File: config.mk
export PLATFORM = sky130hd
export DESIGN_NAME = debounce_en_gen
export DESIGN_NICKNAME = d
export VERILOG_FILES = /design/src/rtl/debounce_en_gen.sv
export SDC_FILE = /design/constraint.sdc
export NUM_CORES = 1
export LEC_CHECK = 0
export ABC_CLOCK_PERIOD_IN_PS = 2600
export BUFFER_PORTS_ARGS = -buffer_cell sky130_fd_sc_hd__clkbuf_2
export CAP_MARGIN = 0
export CORE_UTILIZATION = 59
export CTS_CLUSTER_SIZE = 12
export DETAILED_ROUTE_END_ITERATION = 7
export HOLD_SLACK_MARGIN = 0.05
export PLACE_DENSITY = 0.77
export SYNTH_ARGS = -nofsm -noshare
export SYNTH_HDL_FRONTEND = slang
export SYNTH_SLANG_ARGS = --single-unit
File: constraint.sdc
create_clock -name i_clk -period 2.6 [get_ports i_clk]
set_input_delay 0.26 -clock i_clk [delete_from_list [all_inputs] [get_ports i_clk]]
set_output_delay 0.26 -clock i_clk [all_outputs]
set_load 0.005 [all_outputs]
File: src/rtl/debounce_en_gen.sv
`timescale 1ns/1ps
`default_nettype none
// ============================================================================
// Module   : debounce_en_gen
// Brief    : Synchronises and debounces a raw input, producing a clean level
//            plus one-cycle rise/fall enable strobes and a busy flag.
// Revision : 1.0 - initial release
// ============================================================================
module debounce_en_gen #(
    parameter int SYNC_STAGES   = 2,
    parameter int STABLE_CYCLES = 1000000,
    parameter int CNT_WIDTH     = 20
) (
    input  logic i_clk,
    input  logic i_rst,
    input  logic i_btn,
    output logic o_level,
    output logic o_rise_en,
    output logic o_fall_en,
    output logic o_busy
);

    localparam logic [CNT_WIDTH-1:0] C_CNT_MAX = CNT_WIDTH'(STABLE_CYCLES - 1);
    localparam logic [CNT_WIDTH-1:0] C_CNT_ONE = CNT_WIDTH'(1);

    typedef enum logic [1:0] {
        S_LOW     = 2'd0,
        S_TO_HIGH = 2'd1,
        S_HIGH    = 2'd2,
        S_TO_LOW  = 2'd3
    } state_t;

    logic [SYNC_STAGES-1:0] r_sync;
    logic                   w_s;

    state_t                 r_state;
    state_t                 w_state_nxt;
    logic [CNT_WIDTH-1:0]   r_cnt;
    logic [CNT_WIDTH-1:0]   w_cnt_nxt;
    logic                   r_level;
    logic                   w_level_nxt;
    logic                   r_rise;
    logic                   w_rise_nxt;
    logic                   r_fall;
    logic                   w_fall_nxt;

    // Stage 0 is the LSB; only the last stage is seen by the qualifier.
    always_ff @(posedge i_clk or posedge i_rst) begin
        if (i_rst) begin
            r_sync <= '0;
        end else begin
            r_sync <= {r_sync[SYNC_STAGES-2:0], i_btn};
        end
    end

    assign w_s = r_sync[SYNC_STAGES-1];

    always_ff @(posedge i_clk or posedge i_rst) begin
        if (i_rst) begin
            r_state <= S_LOW;
            r_cnt   <= '0;
            r_level <= 1'b0;
            r_rise  <= 1'b0;
            r_fall  <= 1'b0;
        end else begin
            r_state <= w_state_nxt;
            r_cnt   <= w_cnt_nxt;
            r_level <= w_level_nxt;
            r_rise  <= w_rise_nxt;
            r_fall  <= w_fall_nxt;
        end
    end

    always_comb begin
        w_state_nxt = r_state;
        w_cnt_nxt   = r_cnt;
        w_level_nxt = r_level;
        w_rise_nxt  = 1'b0;
        w_fall_nxt  = 1'b0;
        case (r_state)
            S_LOW: begin
                if (w_s) begin
                    w_state_nxt = S_TO_HIGH;
                    w_cnt_nxt   = '0;
                end
            end
            S_TO_HIGH: begin
                // Any drop back to 0 discards the whole window.
                if (!w_s) begin
                    w_state_nxt = S_LOW;
                    w_cnt_nxt   = '0;
                end else if (r_cnt == C_CNT_MAX) begin
                    w_state_nxt = S_HIGH;
                    w_cnt_nxt   = '0;
                    w_level_nxt = 1'b1;
                    w_rise_nxt  = 1'b1;
                end else begin
                    w_cnt_nxt   = r_cnt + C_CNT_ONE;
                end
            end
            S_HIGH: begin
                if (!w_s) begin
                    w_state_nxt = S_TO_LOW;
                    w_cnt_nxt   = '0;
                end
            end
            S_TO_LOW: begin
                if (w_s) begin
                    w_state_nxt = S_HIGH;
                    w_cnt_nxt   = '0;
                end else if (r_cnt == C_CNT_MAX) begin
                    w_state_nxt = S_LOW;
                    w_cnt_nxt   = '0;
                    w_level_nxt = 1'b0;
                    w_fall_nxt  = 1'b1;
                end else begin
                    w_cnt_nxt   = r_cnt + C_CNT_ONE;
                end
            end
            default: begin
                w_state_nxt = S_LOW;
                w_cnt_nxt   = '0;
            end
        endcase
    end

    assign o_level   = r_level;
    assign o_rise_en = r_rise;
    assign o_fall_en = r_fall;
    assign o_busy    = (r_state == S_TO_HIGH) || (r_state == S_TO_LOW);

endmodule
`default_nettype wire

==> key figures, run 1 <==
Critical path
  – CP startpoint kind: register
  – Start point of the critical path: r_cnt[6]
  – CP max FO: 15
  – Worst Path Arrival: 2.39 ns
  – Worst EP required: between 2 and 3 ns
  – Critical Path End Type: register
  – R2r startpoint: r_cnt[6]
  – Critical path class: reg2reg
  – R2R depth: 4
  – Reg2reg setup slack: ~0.44 ns

Global route
  – Largest net degree at the start of global routing: 28
  – Initial antenna violation count: 0
  – Grt total ovfl: 0
  – First-pass GRT wire length: between 4000 and 5000 microns
  – Vias in the first global route: ~1100
  – Gr usage total: 0.243

Timing
  – Final-report max-slew violation count: 0
  – Final TNS setup: 0 ns
  – Worst slew pin tran: 1.03 ns
  – RSZ-0062 raised after global routing: no
  – Final setup margin: about 0.44 ns
  – Period utilization: 0.829
  – Final hold violations: 0
  – FMAX: 0.464 GHz
  – Worst Clk Skew: 0.00468 ns
  – Final min period: roughly 2.2 ns
  – Worst slew margin: 0.310
  – Final setup fails: 0

Synthesis
  – Largest family of logic cells by synthesized area: simple AND/OR/NAND/NOR gates
  – Post-synth ARST share: 1.00
  – Net count after synthesis: between 150 and 200
  – Synth Instances: roughly 160
  – Synthesized area: around 0.0015 sq mm
  – Top FF cell, synth: dfrtp_1
  – Synthesized flop and latch total: 27
  – EDFF count, synth: 0
  – Post-synthesis simple-gate area fraction: 0.263
  – Multiplexer share of the synthesized area: 0.0379
  – Post-Synth XOR/XNOR Area: 0.0241
  – Sequential fraction of the synthesis area: 0.466
  – Adder-cell share of the synthesized area: 0.00862
  – Synth Area in Compound Gates: 0.133
  – Synthesized area per cell: roughly 9.4 sq um
  – Yosys warns: 0
  – Post-synth cell types: 37

Floorplan
  – Height of the die: about 52 microns
  – Die area: between 0.002 and 0.003 sq mm
  – IO Pins: 7
  – Starting Density: 0.638
  – Chip width: roughly 52 microns
  – Num rows: 17
  – Core box area: about 0.0023 sq mm

Clock tree
  – Max H-tree Level: 1
  – PostCTS Resize Cnt: 0
  – CTS tree: built
  – Clk buf depth: 2
  – Clock Sinks: 27
  – Clock transition at path regs: between 0.15 and 0.2 ns
  – Clk_lat worst skew: between 0.3 and 0.4 ns
  – Num CTS Buffers: 3
  – Root buffer cell: clkbuf_4
  – Post-CTS setup buffer count: 0

Route
  – Drt drc: 0
  – Via count: roughly 1100
  – Drt initial violations: between 40 and 50
  – Vias per cell: around 6
  – First-pass detailed-route iteration total: 4
  – Final wirelength: 2770 microns
  – Average routed wire per standard cell: between 10 and 15 microns
  – Routed Antenna Nets: 0

Placement
  – Placer Congestion: ~0.77
  – Port Buffers: 6
  – Pre-CTS setup slack: 0.473 ns
  – DP Cell Count: approximately 180
  – Dpl hpwl: between 1500 and 2000 microns
  – Placed inst area: between 0.001 and 0.0015 sq mm

Final layout
  – Filler Cell Count: about 180
  – Commonest cells after routing, fill and taps aside: 27 x dfrtp_1, 20 x nand3_1, 17 x nand2_1, 11 x o21ai_0
  – Register area: just under 700 sq um
  – Finished Cell Area: ~0.0015 sq mm
  – Share of layout cells above drive strength 1: 0.151
  – P&R area growth vs syn: 3.02%
  – Diodes inserted: 0
  – Final Non-Filler Cells: between 150 and 200
  – Final core occ: 0.657
  – Area of the multi-input gates: a little under 700 sq um
  – Final-stage net count: approximately 160
  – Commonest non-fill, non-tap cell in the layout: dfrtp_1

Power and ir drop
  – PwrDens: approximately 700 mW/mm^2
  – Max rail drop VDD: between 0.0006 and 0.0007 V
  – LEAKAGE: approximately 0.6 nW

Worst hold path
  – Worst Hold Class: in2async

Outcome
  – Status: finished, final reports clean

Job
  – Max-cap check violation count: 0
-- what timing repair did --
action / CTS / global route
hold buffers: 1 / 0
setup endpoints to repair: 0 / 0
endpoints found under the hold margin: 1 / 0
-- through the flow --
stage	hold slack, ns	power [W]
final	0.125	0.00105
after floorplan	0.291	0.000860
after CTS	0.156	0.00105
after global routing	0.222	0.00112
after detailed placement	0.348	0.000862
after global placement	0.332	0.000845
-- worst max path at each step --
| stage | end | slack (ns) | cells after the start |
|---|---|---|---|
| floorplan | register | 0.69 | 5 |
| global placement | register | 0.52 | 4 |
| global route | register | 0.33 | 5 |
| finish | register | 0.44 | 4 |
| CTS | register | 0.44 | 4 |
| detailed placement | register | 0.47 | 4 |
-- layout make-up --
cell class	count	area share
multi-input cells	112	0.453
flip-flops and latches	27	0.452
repair buffers	8	0.0318
well taps	28	0.0234
inverters	8	0.0201
clock buffers	3	0.0151
clock inverters	1	0.00502
-- registers in the layout, indices dropped and copies added, names as in the netlist, named ones only --
signal	cells
o_rise_en	1
r_sync	2
o_fall_en	1
o_level	1
r_cnt	20
r_state	1
-- critical path, stage by stage (launching register included) --
cell and delay, ns:
dfrtp_1 0.48, or4_4 0.59, o31ai_4 0.60, nand2_4 0.08
mux2_4 0.31
-- synthesized netlist by cell type (2+ instances only) --
| library cell | count | area share |
|---|---|---|
| o21ai_0 | 11 | 0.038 |
| dfrtp_1 | 27 | 0.47 |
| xor2_1 | 3 | 0.018 |
| and3_1 | 2 | 0.0086 |
| a21oi_1 | 10 | 0.034 |
| nor3_1 | 4 | 0.014 |
| nand2_1 | 17 | 0.044 |
| nand4_1 | 4 | 0.017 |
| clkbuf_1 | 4 | 0.010 |
| inv_1 | 7 | 0.018 |
| mux2i_1 | 4 | 0.028 |
| or3_2 | 6 | 0.031 |
| buf_6 | 3 | 0.023 |
| nor4b_1 | 2 | 0.012 |
| nor2_1 | 10 | 0.026 |
| nand3_1 | 20 | 0.069 |
-- power by group --
group / internal (W) / leakage (nW) / switching [W]
registers: 0.000453 / 0.367 / 0.0000578
logic: 0.000124 / 0.225 / 0.000227
clock network: 0.0000589 / 0.0139 / 0.000134
total: 0.000636 / 0.606 / 0.000418
-- logic make-up (layout without fill, tap and decap cells) --
family	count (synthesis)	count (layout)
simple gates	72	72
compound gates	30	30
flops	27	27
buf+inv	16	20
mux	5	5
xor+xnor	4	4
fa+ha+maj	1	1
-- layer usage --
metal	global-route usage	up-vias	part of all wire
li1	-	556	-
met1	0.294	538	0.48
met2	0.426	24	0.49
met3	0.0292	2	0.026
met4	0.113	0	0.0094
met5	0	-	0
Power figures use the tool's default switching activity.
==> inputs of run 2 (changes only) <==
--- a/config.mk
+++ b/config.mk
@@ -5,7 +5,7 @@
 export SDC_FILE = /design/constraint.sdc
 export NUM_CORES = 1
 export LEC_CHECK = 0
-export ABC_CLOCK_PERIOD_IN_PS = 2600
+export ABC_CLOCK_PERIOD_IN_PS = 2250
 export BUFFER_PORTS_ARGS = -buffer_cell sky130_fd_sc_hd__clkbuf_2
 export CAP_MARGIN = 0
 export CORE_UTILIZATION = 59
==> constraint.sdc (replaced) <==
create_clock -name i_clk -period 2.25 [get_ports i_clk]
set_input_delay 0.225 -clock i_clk [delete_from_list [all_inputs] [get_ports i_clk]]
set_output_delay 0.225 -clock i_clk [all_outputs]
set_load 0.005 [all_outputs]
==> run 2 against run 1 <==
Against the previous run:
- final cell count grew 2.7%
- register-to-register slack lost 0.24 ns
- sequential power grew 16%
- critical path depth is the same
- die area is the same
- hold slack gained 0.25 ns
- sequential share of layout area shrank 1.2 points
- clock skew grew 0.013 ns
- power grew 17%
- combinational power grew 23%
- non-clock buffer count grew 5
- cell area grew 2.7%
==> key figures, run 2 (same netlist as run 1, synthesis figures left out) <==
Outcome
  – Status: finished, final reports clean

Floorplan
  – IO Pins: 7
  – Chip width: about 52 microns
  – Starting Density: 0.638
  – Height of the die: approximately 52 microns
  – Num rows: 17
  – Core box area: 0.00228 sq mm
  – Die area: around 0.0027 sq mm

Timing
  – Final hold violations: 0
  – Period utilization: 0.910
  – WHS: about 0.37 ns
  – Worst Clk Skew: roughly 0.018 ns
  – Final TNS setup: 0 ns
  – FMAX: roughly 0.5 GHz
  – Worst slew pin tran: 0.654 ns
  – Final min period: 2.05 ns
  – Worst slew margin: 0.564
  – Final-report max-slew violation count: 0
  – RSZ-0062 raised after global routing: no
  – Final setup fails: 0

Clock tree
  – Num CTS Buffers: 3
  – Root buffer cell: clkbuf_4
  – Max H-tree Level: 1
  – Clock Sinks: 27
  – Post-CTS setup buffer count: 0
  – CTS tree: built
  – Clk buf depth: 2
  – Clk_lat worst skew: ~0.33 ns
  – Clock transition at path regs: 0.16 ns

Worst hold path
  – Worst Hold Class: reg2reg

Final layout
  – Share of layout cells above drive strength 1: 0.171
  – Largest regs: r_cnt (20), r_sync (2)
  – Reg with most FFs: r_cnt
  – Max reg flops: 20
  – Final-stage net count: between 150 and 200
  – Finished Cell Area: around 0.0015 sq mm
  – Commonest non-fill, non-tap cell in the layout: dfrtp_1
  – Commonest cells after routing, fill and taps aside: 27 x dfrtp_1, 20 x nand3_1, 17 x nand2_1, 11 x o21ai_0
  – Diodes inserted: 0
  – P&R area growth vs syn: 5.78%

Power and ir drop
  – Switching share of power: 0.394
  – Share of power burned in registers: 0.478
  – Clock power share: 0.175
  – Pwr Total: 0.00123 W
  – PwrDens: slightly above 800 mW/mm^2
  – Comb power frac: 0.347
  – Internal: about 0.00075 W
  – NetSw: 0.000486 W
  – LEAKAGE: between 0.6 and 0.7 nW
  – Max rail drop VDD: around 0.00062 V

Placement
  – Placer Congestion: between 0.8 and 0.9
  – Port Buffers: 6
  – Dpl hpwl: about 2000 microns
  – Placed inst area: 0.00149 sq mm

Critical path
  – Worst EP required: approximately 2.5 ns
  – CP max stage delay: a little under 0.6 ns
  – CP delay by family, top: compound AO/OA/AOI/OAI gates
  – Worst Path Arrival: about 2.3 ns
  – Critical path class: reg2reg
  – CP startpoint kind: register
  – Worst Path Buf+Inv: 0
  – CP Cell Sequence: or4_4 -> o31a_1 -> a21oi_1 -> o21ai_0
  – Slowest cell on crit path: or4_4
  – CP max FO: 17
  – Critical Path End Type: register

Route
  – First-pass detailed-route iteration total: 5
  – Via count: around 1200
  – Routed Antenna Nets: 0
  – Vias per cell: between 6 and 7
  – Average routed wire per standard cell: ~15 microns
  – Final wirelength: ~2900 microns
  – Drt initial violations: 44
  – Drt drc: 0

Job
  – Max-cap check violation count: 0

Global route
  – Largest net degree at the start of global routing: 28
  – First-pass GRT wire length: 4950 microns
  – Vias in the first global route: 1154
  – Initial antenna violation count: 0
  – Gr usage total: 0.252
  – Grt total ovfl: 0
## run 2: metal layers
| layer | share of wire | wire [microns] | vias to the layer above | global-route usage |
|---|---|---|---|---|
| li1 | - | - | 570 | - |
| met1 | 0.44 | 1270 | 552 | 0.312 |
| met2 | 0.51 | 1460 | 28 | 0.437 |
| met3 | 0.033 | 94 | 4 | 0.0322 |
| met4 | 0.015 | 43 | 0 | 0.108 |
| met5 | 0 | 0 | - | 0 |
## run 2: worst register-to-register path, delay by kind of cell, from the launching register on
family / cells / cell delay (ns)
compound gates: 3 / 0.88
flops: 1 / 0.47
simple gates: 1 / 0.59
## run 2: repair_timing
item / CTS / global route
hold buffers: 2 / 0
hold endpoints to repair: 28 / 0
resized for setup: 0 / 0
setup endpoints to repair: 0 / 0
## run 2: cell type report
cell class	instances	area, sq um
flip-flops and latches	27	676
inverters	8	30.0
well taps	28	35.0
fillers	178	741
clock buffers	3	22.5
multi-input cells	112	677
clock inverters	1	7.51
repair buffers	13	87.6
## run 2: per-stage QoR
step,utilization,setup WS [ns],cells
2_1_floorplan,-,0.339,155
3_3_place_gp,0.653,0.306,186
3_5_place_dp,0.653,0.224,186
4_1_cts,0.675,0.217,192
5_1_grt,0.675,0.0934,192
6_report,0.675,0.202,192
## run 2: path summary, 6_finish.rpt
check | startpoint | end | slack [ns] | cells past startpoint
hold reg to reg | r_sync[0] | r_sync[1] | 0.37 | 0
setup / recovery | r_cnt[6] | r_cnt[14] | 0.20 | 4
setup reg to reg | r_cnt[6] | r_cnt[14] | 0.20 | 4
min in group asynchronous | i_rst | r_cnt[6] | 0.46 | 4
hold / removal | r_sync[0] | r_sync[1] | 0.37 | 0
max in group asynchronous | i_rst | r_cnt[12] | 1.53 | 4
## run 2: power by group through the flow
stage                     Sequential, W  Clock, W  Combinational, W
after floorplan                0.000570         0          0.000424
after global placement         0.000594         0          0.000401
after detailed placement       0.000599         0          0.000422
after CTS                      0.000588  0.000224          0.000426
after global routing           0.000600  0.000240          0.000473
final                          0.000591  0.000216          0.000429
==> inputs of run 3 (changes only) <==
==> config.mk (replaced) <==
export PLATFORM = sky130hd
export DESIGN_NAME = debounce_en_gen
export DESIGN_NICKNAME = d
export VERILOG_FILES = /design/src/rtl/debounce_en_gen.sv
export SDC_FILE = /design/constraint.sdc
export NUM_CORES = 1
export LEC_CHECK = 0
export ABC_CLOCK_PERIOD_IN_PS = 2500
export BUFFER_PORTS_ARGS = -buffer_cell sky130_fd_sc_hd__clkbuf_2
export CAP_MARGIN = 0
export CORE_UTILIZATION = 60
export CTS_CLUSTER_SIZE = 12
export DETAILED_ROUTE_END_ITERATION = 7
export HOLD_SLACK_MARGIN = 0.05
export PLACE_DENSITY = 0.78
export SYNTH_ARGS = -nofsm -noshare
export SYNTH_HDL_FRONTEND = slang
export SYNTH_SLANG_ARGS = --single-unit
==> constraint.sdc (replaced) <==
create_clock -name i_clk -period 2.5 [get_ports i_clk]
set_input_delay 0.25 -clock i_clk [delete_from_list [all_inputs] [get_ports i_clk]]
set_output_delay 0.25 -clock i_clk [all_outputs]
set_load 0.005 [all_outputs]
==> run 3 against run 2 <==
Against the previous run:
- setup slack better by 0.24 ns
- sequential share of layout area is 0.54 points higher
- count of clock-buffer cells in the layout grew 1
- utilization decreased by 0.20 points
- wire length decreased by 3.3%
- via count up 0.52%
- clock skew fell by 0.0035 ns
- non-clock buffer count shrank 2
- highest routed layer unchanged
==> key figures, run 3 (same netlist as run 1, synthesis figures left out) <==
Clock tree
  – CTS tree: built
  – Clk_lat worst skew: 0.33 ns
  – Clock Sinks: 27
  – Num CTS Buffers: 3
  – Post-CTS setup buffer count: 0
  – Clk buf depth: 2
  – Clock transition at path regs: ~0.15 ns
  – Root buffer cell: clkbuf_4
  – PostCTS Resize Cnt: 0
  – Max H-tree Level: 1

Floorplan
  – IO Pins: 7
  – Core box area: about 0.0023 sq mm
  – Die area: approximately 0.0026 sq mm
  – Num rows: 17
  – Height of the die: just over 50 microns
  – Chip width: a little over 50 microns
  – Starting Density: 0.644

Final layout
  – Final-stage net count: around 170
  – Filler Cell Count: between 150 and 200
  – Max reg flops: 20
  – Area of the multi-input gates: 677 sq um
  – Commonest non-fill, non-tap cell in the layout: dfrtp_1
  – Largest regs: r_cnt (20), r_sync (2)
  – Reg with most FFs: r_cnt
  – Diodes inserted: 0
  – P&R area growth vs syn: 4.48%
  – Share of layout cells above drive strength 1: 0.154
  – Commonest cells after routing, fill and taps aside: 27 x dfrtp_1, 20 x nand3_1, 17 x nand2_1, 11 x o21ai_0
  – Register area: 676 sq um

Route
  – Drt initial violations: a little under 50
  – Routed Antenna Nets: 0
  – Average routed wire per standard cell: around 15 microns
  – Final wirelength: approximately 2800 microns
  – Vias per cell: 6.11
  – Drt drc: 0
  – First-pass detailed-route iteration total: 4
  – Via count: 1160

Power and ir drop
  – Max rail drop VDD: roughly 0.00038 V
  – Share of power burned in registers: 0.483
  – LEAKAGE: between 0.6 and 0.7 nW
  – Switching share of power: 0.384
  – Comb power frac: 0.344
  – Internal: 0.000674 W
  – NetSw: ~0.00042 W
  – PwrDens: slightly above 700 mW/mm^2
  – Clock power share: 0.173

Timing
  – Final min period: 2.06 ns
  – Final-report max-slew violation count: 0
  – Period utilization: 0.825
  – RSZ-0062 raised after global routing: no
  – Worst Clk Skew: roughly 0.014 ns
  – FMAX: approximately 0.49 GHz
  – Worst slew pin tran: about 0.64 ns
  – Final TNS setup: 0 ns
  – Final hold violations: 0
  – Worst slew margin: 0.573
  – WHS: about 0.38 ns
  – Final setup fails: 0

Critical path
  – Worst Path Buf+Inv: 1
  – Slowest cell on crit path: or4_4
  – Worst EP required: ~2.7 ns
  – Critical Path End Type: register
  – CP max stage delay: around 0.60 ns
  – Critical path class: reg2reg
  – CP startpoint kind: register
  – CP Cell Sequence: or4_4 -> o31ai_4 -> buf_4 -> or3_2 -> o21ai_0
  – CP delay by family, top: simple AND/OR/NAND/NOR gates
  – Worst Path Arrival: 2.27 ns
  – CP max FO: 9

Outcome
  – Status: finished, final reports clean

Global route
  – Initial antenna violation count: 0
  – Largest net degree at the start of global routing: 28
  – Vias in the first global route: ~1100
  – Gr usage total: 0.250
  – First-pass GRT wire length: approximately 4900 microns
  – Grt total ovfl: 0

Placement
  – Port Buffers: 6
  – Dpl hpwl: roughly 1900 microns
  – Placer Congestion: 0.783

Worst hold path
  – Worst Hold Class: reg2reg

Job
  – Max-cap check violation count: 0
[run 3: stage by stage]
step / area, sq um / instances / utilization / total power (W) / worst slack, ns
after floorplan: 1450 / 155 / - / 0.000894 / 0.589
after global placement: 1470 / 184 / 0.652 / 0.000894 / 0.505
after detailed placement: 1470 / 184 / 0.652 / 0.000907 / 0.467
after CTS: 1520 / 190 / 0.673 / 0.00109 / 0.446
after global routing: 1520 / 190 / 0.673 / 0.00117 / 0.282
final: 1520 / 190 / 0.673 / 0.00109 / 0.438
[run 3: area by class of cell]
type,instances,share of cell area
flip-flops and latches,27,0.446
well taps,28,0.0231
repair buffers,11,0.0479
multi-input cells,112,0.446
inverters,8,0.0198
clock buffers,4,0.0173
[run 3: path summary, 6_finish.rpt]
check	start	endpoint	slack, ns	depth (start not counted)
hold reg to reg	r_sync[0]	r_sync[1]	0.38	0
hold / removal	r_sync[0]	r_sync[1]	0.38	0
setup reg to reg	r_cnt[6]	r_cnt[9]	0.44	5
min in group asynchronous	i_rst	r_state[0]	0.48	4
max in group asynchronous	i_rst	r_cnt[12]	1.74	4
setup / recovery	r_cnt[6]	r_cnt[9]	0.44	5
[run 3: per-layer routing]
metal  global-route usage  part of all wire  vias to the layer above  routed length, microns
met5                    0                 0                        -                       0
met4                0.116             0.020                        0                      54
met3               0.0298             0.037                        6                     103
met2                0.406              0.46                       34                    1280
met1                0.331              0.48                      553                    1330
li1                     -                 -                      567                       -
[run 3: power by group through the flow]
stage                     logic [W]  clock network [W]  registers (W)
final                      0.000376           0.000189       0.000529
after global routing       0.000422           0.000207       0.000539
after CTS                  0.000374           0.000191       0.000528
after detailed placement   0.000370                  0       0.000536
after global placement     0.000362                  0       0.000532
after floorplan            0.000382                  0       0.000513
[run 3: timing repair]
| item | 4_1_cts | 5_1_grt |
|---|---|---|
| hold buffers | 2 | 0 |
| hold endpoints to repair | 28 | 0 |
| setup endpoints to repair | 0 | 0 |
